**src/rtl/fft_frame_ctrl.sv**
```systemverilog
// fft_frame_ctrl: moves whole frames from a show-ahead input FIFO into a
// streaming FFT sink, limits the number of frames inside the FFT, and
// captures the block exponent and frame-end events from the FFT source side.
// Optional feature macro: FFT_CTRL_OVERRUN_EN (sticky input-overrun flag).
//
// state  | meaning
// IDLE   | waiting for run, a full frame in the FIFO and FFT capacity
// STREAM | presenting frame beats to the FFT sink until eop is accepted
module fft_frame_ctrl #(
  parameter int FRAME_LEN    = 4096,
  parameter int CNT_W        = 13,
  parameter int MAX_INFLIGHT = 2
) (
  input  logic             fft_clk,
  input  logic             reset,
  input  logic             run,
  input  logic [CNT_W-1:0] fifo_usedw,
  input  logic             fifo_wrfull,
  output logic             fifo_rdreq,
  input  logic             sink_ready,
  output logic             sink_valid,
  output logic             sink_sop,
  output logic             sink_eop,
  input  logic             source_valid,
  input  logic             source_sop,
  input  logic             source_eop,
  input  logic [5:0]       source_exp,
  output logic [5:0]       exp_reg,
  output logic             frame_done,
  output logic             overrun,
  input  logic             clr_overrun
);

  localparam int               IF_W        = $clog2(MAX_INFLIGHT + 1);
  localparam logic [CNT_W-1:0] FRAME_LEN_C = CNT_W'(FRAME_LEN);
  localparam logic [CNT_W-1:0] LAST_CNT    = CNT_W'(FRAME_LEN - 1);
  localparam logic [IF_W-1:0]  MAX_IF      = IF_W'(MAX_INFLIGHT);

  localparam logic [0:0] IDLE   = 1'b0;
  localparam logic [0:0] STREAM = 1'b1;

  logic [0:0]       state_q, state_d;
  logic [CNT_W-1:0] cnt_q, cnt_d;
  logic [IF_W-1:0]  inflight_q, inflight_d;
  logic [5:0]       exp_q, exp_d;
  logic             done_q, done_d;

  logic in_stream;
  logic at_sop;
  logic at_eop;
  logic beat_acc;
  logic eop_acc;
  logic src_end;
  logic start_ok;

  // Outputs are qualified with reset so they read 0 for the whole reset
  // interval, including the first cycle before the state flop is cleared.
  assign in_stream = (state_q == STREAM) && !reset;
  assign at_sop    = in_stream && (cnt_q == '0);
  assign at_eop    = in_stream && (cnt_q == LAST_CNT);
  assign beat_acc  = in_stream && sink_ready;
  assign eop_acc   = beat_acc && at_eop;
  assign src_end   = source_valid && source_eop;
  assign start_ok  = run && (fifo_usedw >= FRAME_LEN_C) && (inflight_q < MAX_IF);

  assign sink_valid = in_stream;
  assign sink_sop   = at_sop;
  assign sink_eop   = at_eop;
  assign fifo_rdreq = beat_acc;
  assign exp_reg    = reset ? 6'd0 : exp_q;
  assign frame_done = done_q && !reset;

  // Frame state and sample counter; the counter only moves on accepted beats
  // so sop/eop stay put under backpressure.
  always_comb begin
    state_d = state_q;
    cnt_d   = cnt_q;
    case (state_q)
      IDLE:    if (start_ok) state_d = STREAM;
      STREAM:  if (eop_acc) state_d = IDLE;
      default: state_d = IDLE;
    endcase
    if (beat_acc) begin
      cnt_d = at_eop ? '0 : cnt_q + 1'b1;
    end
  end

  // Frames inside the FFT: up on sink eop, down on source eop, saturating.
  always_comb begin
    inflight_d = inflight_q;
    if (eop_acc && !src_end) begin
      if (inflight_q < MAX_IF) inflight_d = inflight_q + 1'b1;
    end else if (src_end && !eop_acc) begin
      if (inflight_q != '0) inflight_d = inflight_q - 1'b1;
    end
  end

  // Source-side capture: exponent arrives with sop, frame_done trails eop.
  always_comb begin
    exp_d  = exp_q;
    done_d = src_end;
    if (source_valid && source_sop) exp_d = source_exp;
  end

  // Register update with synchronous reset; an interrupted frame is dropped.
  always_ff @(posedge fft_clk) begin
    if (reset) begin
      state_q    <= IDLE;
      cnt_q      <= '0;
      inflight_q <= '0;
      exp_q      <= '0;
      done_q     <= 1'b0;
    end else begin
      state_q    <= state_d;
      cnt_q      <= cnt_d;
      inflight_q <= inflight_d;
      exp_q      <= exp_d;
      done_q     <= done_d;
    end
  end

`ifdef FFT_CTRL_OVERRUN_EN
  logic ovr_q, ovr_d;

  // Sticky overrun; a full flag in the same cycle as a clear keeps it set.
  always_comb begin
    ovr_d = ovr_q;
    if (clr_overrun) ovr_d = 1'b0;
    if (fifo_wrfull) ovr_d = 1'b1;
  end

  // Overrun flag register.
  always_ff @(posedge fft_clk) begin
    if (reset) ovr_q <= 1'b0;
    else       ovr_q <= ovr_d;
  end

  assign overrun = ovr_q && !reset;
`else
  logic unused_ovr_inputs;
  assign unused_ovr_inputs = fifo_wrfull ^ clr_overrun;
  assign overrun = 1'b0;
`endif

endmodule

```
**config.mk**
```make
export PLATFORM = sky130hd
export DESIGN_NAME = fft_frame_ctrl
export DESIGN_NICKNAME = d
export VERILOG_FILES = /design/src/rtl/fft_frame_ctrl.sv
export SDC_FILE = /design/constraint.sdc
export NUM_CORES = 1
export LEC_CHECK = 0
export BUFFER_PORTS_ARGS = -buffer_cell sky130_fd_sc_hd__buf_2
export CORE_AREA = 5 5 55 57
export CTS_CLUSTER_DIAMETER = 150
export DETAILED_ROUTE_END_ITERATION = 6
export DIE_AREA = 0 0 60 62
export PLACE_DENSITY = 0.87
export SYNTH_ARGS = -nofsm -noshare
export SYNTH_HDL_FRONTEND = slang
export SYNTH_SLANG_ARGS = --single-unit
export TNS_END_PERCENT = 20
```
**constraint.sdc**
```tcl
create_clock -name fft_clk -period 1.95 [get_ports fft_clk]
set_input_delay 0.2925 -clock fft_clk [delete_from_list [all_inputs] [get_ports fft_clk]]
set_output_delay 0.2925 -clock fft_clk [all_outputs]
set_load 0.01 [all_outputs]
```
Yosys cells after proc, flatten, opt, wreduce, memory -nomap -nowiden
Cells that the tools add are included.

cells by class
  multiplexer cells = 9
  $add $sub $neg = 3
  div/mod/pow operators = 0
  bitwise logic cells = 1
  $mul = 0
  shifts and indexed selects = 0
  reductions and logical operators = 20
  magnitude comparators = 2
  equal/unequal tests = 2

operator list
  cell                   number
  $add 13x1->13 const B  1
  $eq 13x12->1 const B   1
  $ge 13x13->1 const B   1
  $logic_not 13->1       1
  $mux 13                1
  $logic_and 1x1->1      12
  $mux 2                 4
  $mux 6                 1
  $reduce_bool 2->1      3
  $logic_not 1->1        3
  $reduce_and 3->1       1
  $add 2x1->2 const B    1
  $lt 2x2->1 const B     1
  $mux 1                 2
  $ne 2x2->1 const B     1
  $pmux 1 s2             1
  $sub 2x1->2 const B    1
  $not 1->1              1

storage, ports and cells
  memory bits (read-only) = 0
  bits in writable memories = 0
  bits in latches = 0
  input port bits = 28
  memories = 0
  logic and storage cells = 42
  output and inout port bits = 12
  register bits after elaboration = 23

Logic depth before layout (Yosys ltp)
Gate-level depths: netlist of run 1.

  depth in word-level cells = 8
  gate-level depth with buffers = 8
  depth with buffers taken out = 8

Worst setup path after synthesis of run 1
No wires, ideal clock.

  path type = reg2reg
  start = reg cnt_q[0]
  end = reg inflight_q[0]
  cell stages (with the launch flop) = 8
  slack = 183 ps
  data required time = 1,822 ps
  setup time = 128 ps
  arrival = 1,640 ps
  path buffers = 0
  path through = dfxtp_1 > ha_1 > nand3_1 > nor4_1 > ha_1 > a21o_1 > a21oi_1 > nor2_1

on the way
  longest elaborated chain between the ends = 7

ends and longest elaborated chain
  what                                line  RTL
  start: declaration                  43    logic [CNT_W-1:0] cnt_q, cnt_d;
  start signal: assignment            115   cnt_q <= cnt_d;
  $eq 13x12->1 (*)                    60    assign at_eop = in_stream && (cnt_q == LAST_CNT);
  $logic_and 1x1->1 (*)               60
  $logic_and 1x1->1 (*)               62    assign eop_acc = beat_acc && at_eop;
  $logic_not 1->1                     93    end else if (src_end && !eop_acc) begin
  $logic_and 1x1->1                   93
  $reduce_bool 2->1 (no source line)  n/a
  $reduce_and 3->1 (no source line)   n/a
  end signal: assignment              116   inflight_q <= inflight_d;
  end: declaration                    44    logic [IF_W-1:0] inflight_q, inflight_d;

Mark *: on every way between the ends. The rest lies on a longest branch, timed or not.
A chain may end at the register's enable or synchronous reset.

Final worst setup path of run 1
  start = reg cnt_q[9]
  end = out sink_eop

on the way
  longest elaborated chain between the ends = 2

ends and longest elaborated chain
  what               line  RTL
  $eq 13x12->1       60
  $logic_and 1x1->1  60
  end: declaration   23    output logic sink_eop,

Every way passes these cells.

==> results of run 1 <==
[what timing repair did]
action | CTS | global route
setup endpoints to repair | 1 | 1
pin swaps | 1 | 1
resized for setup | 1 | 6
endpoints found under the hold margin | 0 | 0
setup buffers | 1 | 2
[logic make-up after synthesis]
logic type / after synthesis / share of synthesized area, %
AO/OA/AOI/OAI: 17 / 8.69
buffers and inverters: 8 / 3.63
XOR/XNOR: 11 / 8.47
other: 1 / 0.330
flip-flops: 23 / 40.5
adder cells (fa/ha/maj): 3 / 3.30
AND/OR/NAND/NOR: 71 / 35.1
[layer usage]
layer	vias to the layer above	global-route usage, %	wire length [um]
met1	507	16.6	1110
met5	-	0	0
met2	44	26.5	1260
met4	0	9.81	70
li1	521	-	-
met3	7	3.51	192
[through the flow]
| step | cells | worst slack [ns] | instance area [um^2] |
|---|---|---|---|
| floorplan | 134 | 0.183 | 1140 |
| global placement | 186 | 0.175 | 1290 |
| detailed placement | 186 | 0.116 | 1290 |
| CTS | 191 | 0.0491 | 1320 |
| global route | 193 | -0.00924 | 1360 |
| finish | 193 | 0.0509 | 1360 |
[layout make-up]
cell class,instances,area (um^2)
tap,30,37.5
clock buffer,3,22.5
fill,230,1070
inverter,3,11.3
sequential,23,464
clock inverter,1,5.00
timing repair buffer,30,169
multi-input combinational,103,653
[Yosys cell counts, types with 3 or more instances]
| library cell | count | area [um^2] |
|---|---|---|
| nand4_1 | 4 | 25.0 |
| nand3_1 | 7 | 35.0 |
| a21oi_1 | 10 | 50.1 |
| inv_1 | 3 | 11.3 |
| ha_1 | 3 | 37.5 |
| o21ai_0 | 3 | 15.0 |
| nor2_1 | 13 | 48.8 |
| nor2b_1 | 9 | 56.3 |
| nor4_1 | 6 | 37.5 |
| nor3_1 | 5 | 25.0 |
| clkbuf_1 | 3 | 11.3 |
| xnor2_1 | 9 | 78.8 |
| nand2_1 | 17 | 63.8 |
| dfxtp_1 | 23 | 460 |
[final timing paths]
path	cells after the start	to	from	slack [ns]
setup / recovery	3	sink_eop	cnt_q[9]	0.05
hold / removal	2	state_q	fifo_usedw[12]	0.17
setup reg to reg	6	inflight_q[0]	cnt_q[9]	0.10
hold reg to reg	2	exp_q[4]	exp_q[4]	0.46
[registers in the layout (all words and copies together) (netlist names)]
name and cells:
done_q 1, state_q 1, cnt_q 13, exp_q 6, inflight_q 2
[power groups by stage]
stage	Clock (mW)	Sequential, mW	Combinational [mW]
after CTS	0.235	0.485	0.0733
after floorplan	0	0.493	0.0448
final	0.227	0.486	0.0743
after global placement	0	0.495	0.0701
after detailed placement	0	0.495	0.0730
after global routing	0.255	0.487	0.0823
==> flow_metrics.tcl, run 1 <==
set metrics [dict create \
    gp_congestion 0.796 \
    io_pins 40 \
    hpwl_um 1930 \
    fin_crit_sh_pct 97.4 \
    portBuffers 24 \
    diodes 0 \
    p_seq_share_pct 61.7 \
    antenna_found_initial 0 \
    drtIter0Drc 43 \
    p_comb_share_pct 9.4 \
    status "finished, final reports clean" \
    synth_cell_types 30 \
    clk_pin_slew_worst_paths_ns 0.13 \
    layout-drive-gt1-share_pct 25.8 \
    h-tree-depth 1 \
    drt-wirelength-per-cell_um 13.6 \
    total_power_mw 0.787 \
    post-route-min-period_ns 1.90 \
    skew_ns 0.00729 \
    die-area_mm2 0.00372 \
    cts.sink_count 23 \
    fp-row-count 18 \
    grt_first_pass_wirelength_um 4260 \
    setup_tns_ns 0 \
    final_common_cell "buf_2" \
    cp_top_family "simple AND/OR/NAND/NOR gates" \
    p_sw_mw 0.198 \
    fmaxAchievable_ghz 0.527 \
    async_flop_share_pct 0 \
    ys.flop_type "dfxtp_1" \
    grt_pass1_vias 1061 \
    die_h_um 62 \
    worstPathCellList "nand4_1 -> nor4_4 -> buf_2" \
    synth_nets 165 \
    cts_hold_buffers 0 \
    ir_drop_mv 0.368 \
    area_growth_pct 19.8 \
    die_w_um 60 \
    wl_um 2630 \
    track_usage_pct 15.2 \
    netlist_area_mm2 0.00114 \
    final_cell_mix "buf_2 (24), dfxtp_1 (20), nand2_1 (17), nor2_1 (13), a21oi_1 (10)" \
    finalSetupViolCount 0 \
    insertion_delay_ns 0.32 \
    core_area_mm2 0.00243 \
    required_ns 1.66 \
    synth_edf_count 0 \
    fin_util_pct 56.0 \
    slowest_stage "dfxtp_1" \
    vias 1079 \
    p_leak_nw 0.541 \
    routed_via_density 5.59 \
    worstPathBufferInverterCount 1 \
    arrival_ns 1.61 \
    intPower_mw 0.589 \
    start_util_pct 46.8 \
    hold_violations 0 \
    final_antenna_net_count 0 \
    cts_buffers 3 \
    critPathKind "flip-flop to output port" \
    worstSetupEndpointType "output port" \
    nNetsFinal 195 \
    cts_tree "built" \
    syn_inst 134 \
    root_buffer "clkbuf_4" \
    grt_start_max_net_pins 18 \
    start_kind "flip-flop" \
    clock_path_buffers 2 \
    clkPwrFrac_pct 28.9 \
    synth_seq_cells 23 \
    synth_area_per_cell_um2 8.49 \
    slew_violations 0 \
    grt.overflow.total 0 \
    cp_max_fo 5 \
    min_path_type "input port to flip-flop" \
    firstDrtPassIters 4 \
    swShare_pct 25.1 \
    powerDensity_mw_per_mm2 578 \
    ys_seq_area_share_pct 40.5 \
    drcViolationCount 0 \
    yosysWarnings 0 \
    cp_slowest_stage_delay_ns 0.46 \
    fin_hold_ws_ns 0.174 \
    drv_cap 0 \
]
Power figures use the tool's default switching activity.
==> inputs of run 2 (changes only) <==
Settings changed: RECOVER_POWER set to 25, SETUP_SLACK_MARGIN set to 0.2.
==> flow_metrics.tcl, run 2 (synthesis results as in run 1) <==
set metrics [dict create \
    status "finished, final reports clean" \
    drv_cap 0 \
    slowest_stage "or3b_4" \
    drt-wirelength-per-cell_um 13.2 \
    worstPathCellList "or3b_4 -> nor4_4 -> buf_2" \
    portBuffers 24 \
    grt_start_max_net_pins 21 \
    grt_pass1_vias 1124 \
    clk_pin_slew_worst_paths_ns 0.13 \
    cp_max_fo 2 \
    h-tree-depth 1 \
    cts_tree "built" \
    fin_crit_sh_pct 94.1 \
    die_h_um 62 \
    antenna_found_initial 0 \
    cp_top_family "simple AND/OR/NAND/NOR gates" \
    die-area_mm2 0.00372 \
    total_power_mw 0.786 \
    n_fill_cell 244 \
    track_usage_pct 16.5 \
    drtIter0Drc 21 \
    min_path_type "input port to flip-flop" \
    fp-row-count 18 \
    finalSetupViolCount 0 \
    wl_um 2620 \
    required_ns 1.66 \
    insertion_delay_ns 0.31 \
    reg_top3 "cnt_q x13, exp_q x6, inflight_q x2" \
    gp_congestion 0.874 \
    critPathKind "flip-flop to output port" \
    start_util_pct 46.8 \
    rsz0062_at_grt "yes" \
    regMostFlops "cnt_q" \
    arrival_ns 1.54 \
    firstDrtPassIters 4 \
    layout-drive-gt1-share_pct 32.1 \
    worstPathBufferInverterCount 1 \
    cts_buffers 3 \
    worstSetupEndpointType "output port" \
    fin_util_pct 58.7 \
    skew_ns 0.00232 \
    vias 1081 \
    post-route-min-period_ns 1.83 \
    area_growth_pct 25.5 \
    io_pins 40 \
    cts_hold_buffers 0 \
    start_kind "flip-flop" \
    setup_tns_ns 0 \
    slew_violations 0 \
    grt_first_pass_wirelength_um 4660 \
    dp_worst_setup_slack_ns 0.0839 \
    final_common_cell "buf_2" \
    post-route-worst-setup-slack_ns 0.115 \
    drcViolationCount 0 \
    cts.sink_count 23 \
    core_area_mm2 0.00243 \
    hpwl_um 1900 \
    grt.overflow.total 0 \
    diodes 0 \
    fmaxAchievable_ghz 0.545 \
    largest_register_ffs 13 \
    ir_drop_mv 0.517 \
    nNetsFinal 200 \
    final_cell_mix "buf_2 (23), nand2_1 (17), dfxtp_1 (16), nor2_1 (13)" \
    die_w_um 60 \
    routed_via_density 5.46 \
    final_antenna_net_count 0 \
    root_buffer "clkbuf_4" \
    p_leak_nw 0.584 \
    powerDensity_mw_per_mm2 551 \
    clock_path_buffers 2 \
    hold_violations 0 \
    cp_slowest_stage_delay_ns 0.38 \
]
==> run 2: path summary, 6_finish.rpt <==
check,cells after the start,to,slack [ns],start
min,2,state_q,0.18,fifo_usedw[12]
max reg2reg,8,inflight_q[0],0.19,state_q
max,3,sink_eop,0.12,cnt_q[12]
min reg2reg,2,exp_q[2],0.46,exp_q[2]
==> run 2: report_power, final <==
part,switching [mW],internal [mW],leakage (nW)
logic,0.0438,0.0388,0.376
clock network,0.144,0.0767,0.0177
registers,0.00448,0.478,0.190
total,0.193,0.594,0.584
==> run 2: routing by layer <==
metal	wire [um]	track usage, %
met5	0	0
met4	30	7.28
met3	239	6.40
met2	1330	28.7
met1	1010	17.7
==> run 2: what timing repair did <==
| item | CTS | global route |
|---|---|---|
| setup buffers | 7 | 0 |
| gates resized for setup | 11 | 5 |
| pin swaps | 3 | 6 |
| gates cloned | 0 | 0 |
| endpoints found under the setup margin | 4 | 17 |
==> run 2: layout make-up <==
cell class                 instances  area (um^2)  share of cell area (%)
clock inverter                     1         5.00                   0.351
tap                               30         37.5                    2.63
inverter                           3         11.3                   0.789
clock buffer                       3         22.5                    1.58
sequential                        23          472                    33.0
timing repair buffer              35          205                    14.4
multi-input combinational        103          674                    47.2
==> run 2: stage by stage <==
stage	hold slack (ns)	instance area, um^2	std cells
finish	0.182	1430	198
global route	0.177	1430	198
CTS	0.178	1400	198
detailed placement	0.445	1300	187
global placement	0.439	1300	187
floorplan	0.418	1140	134
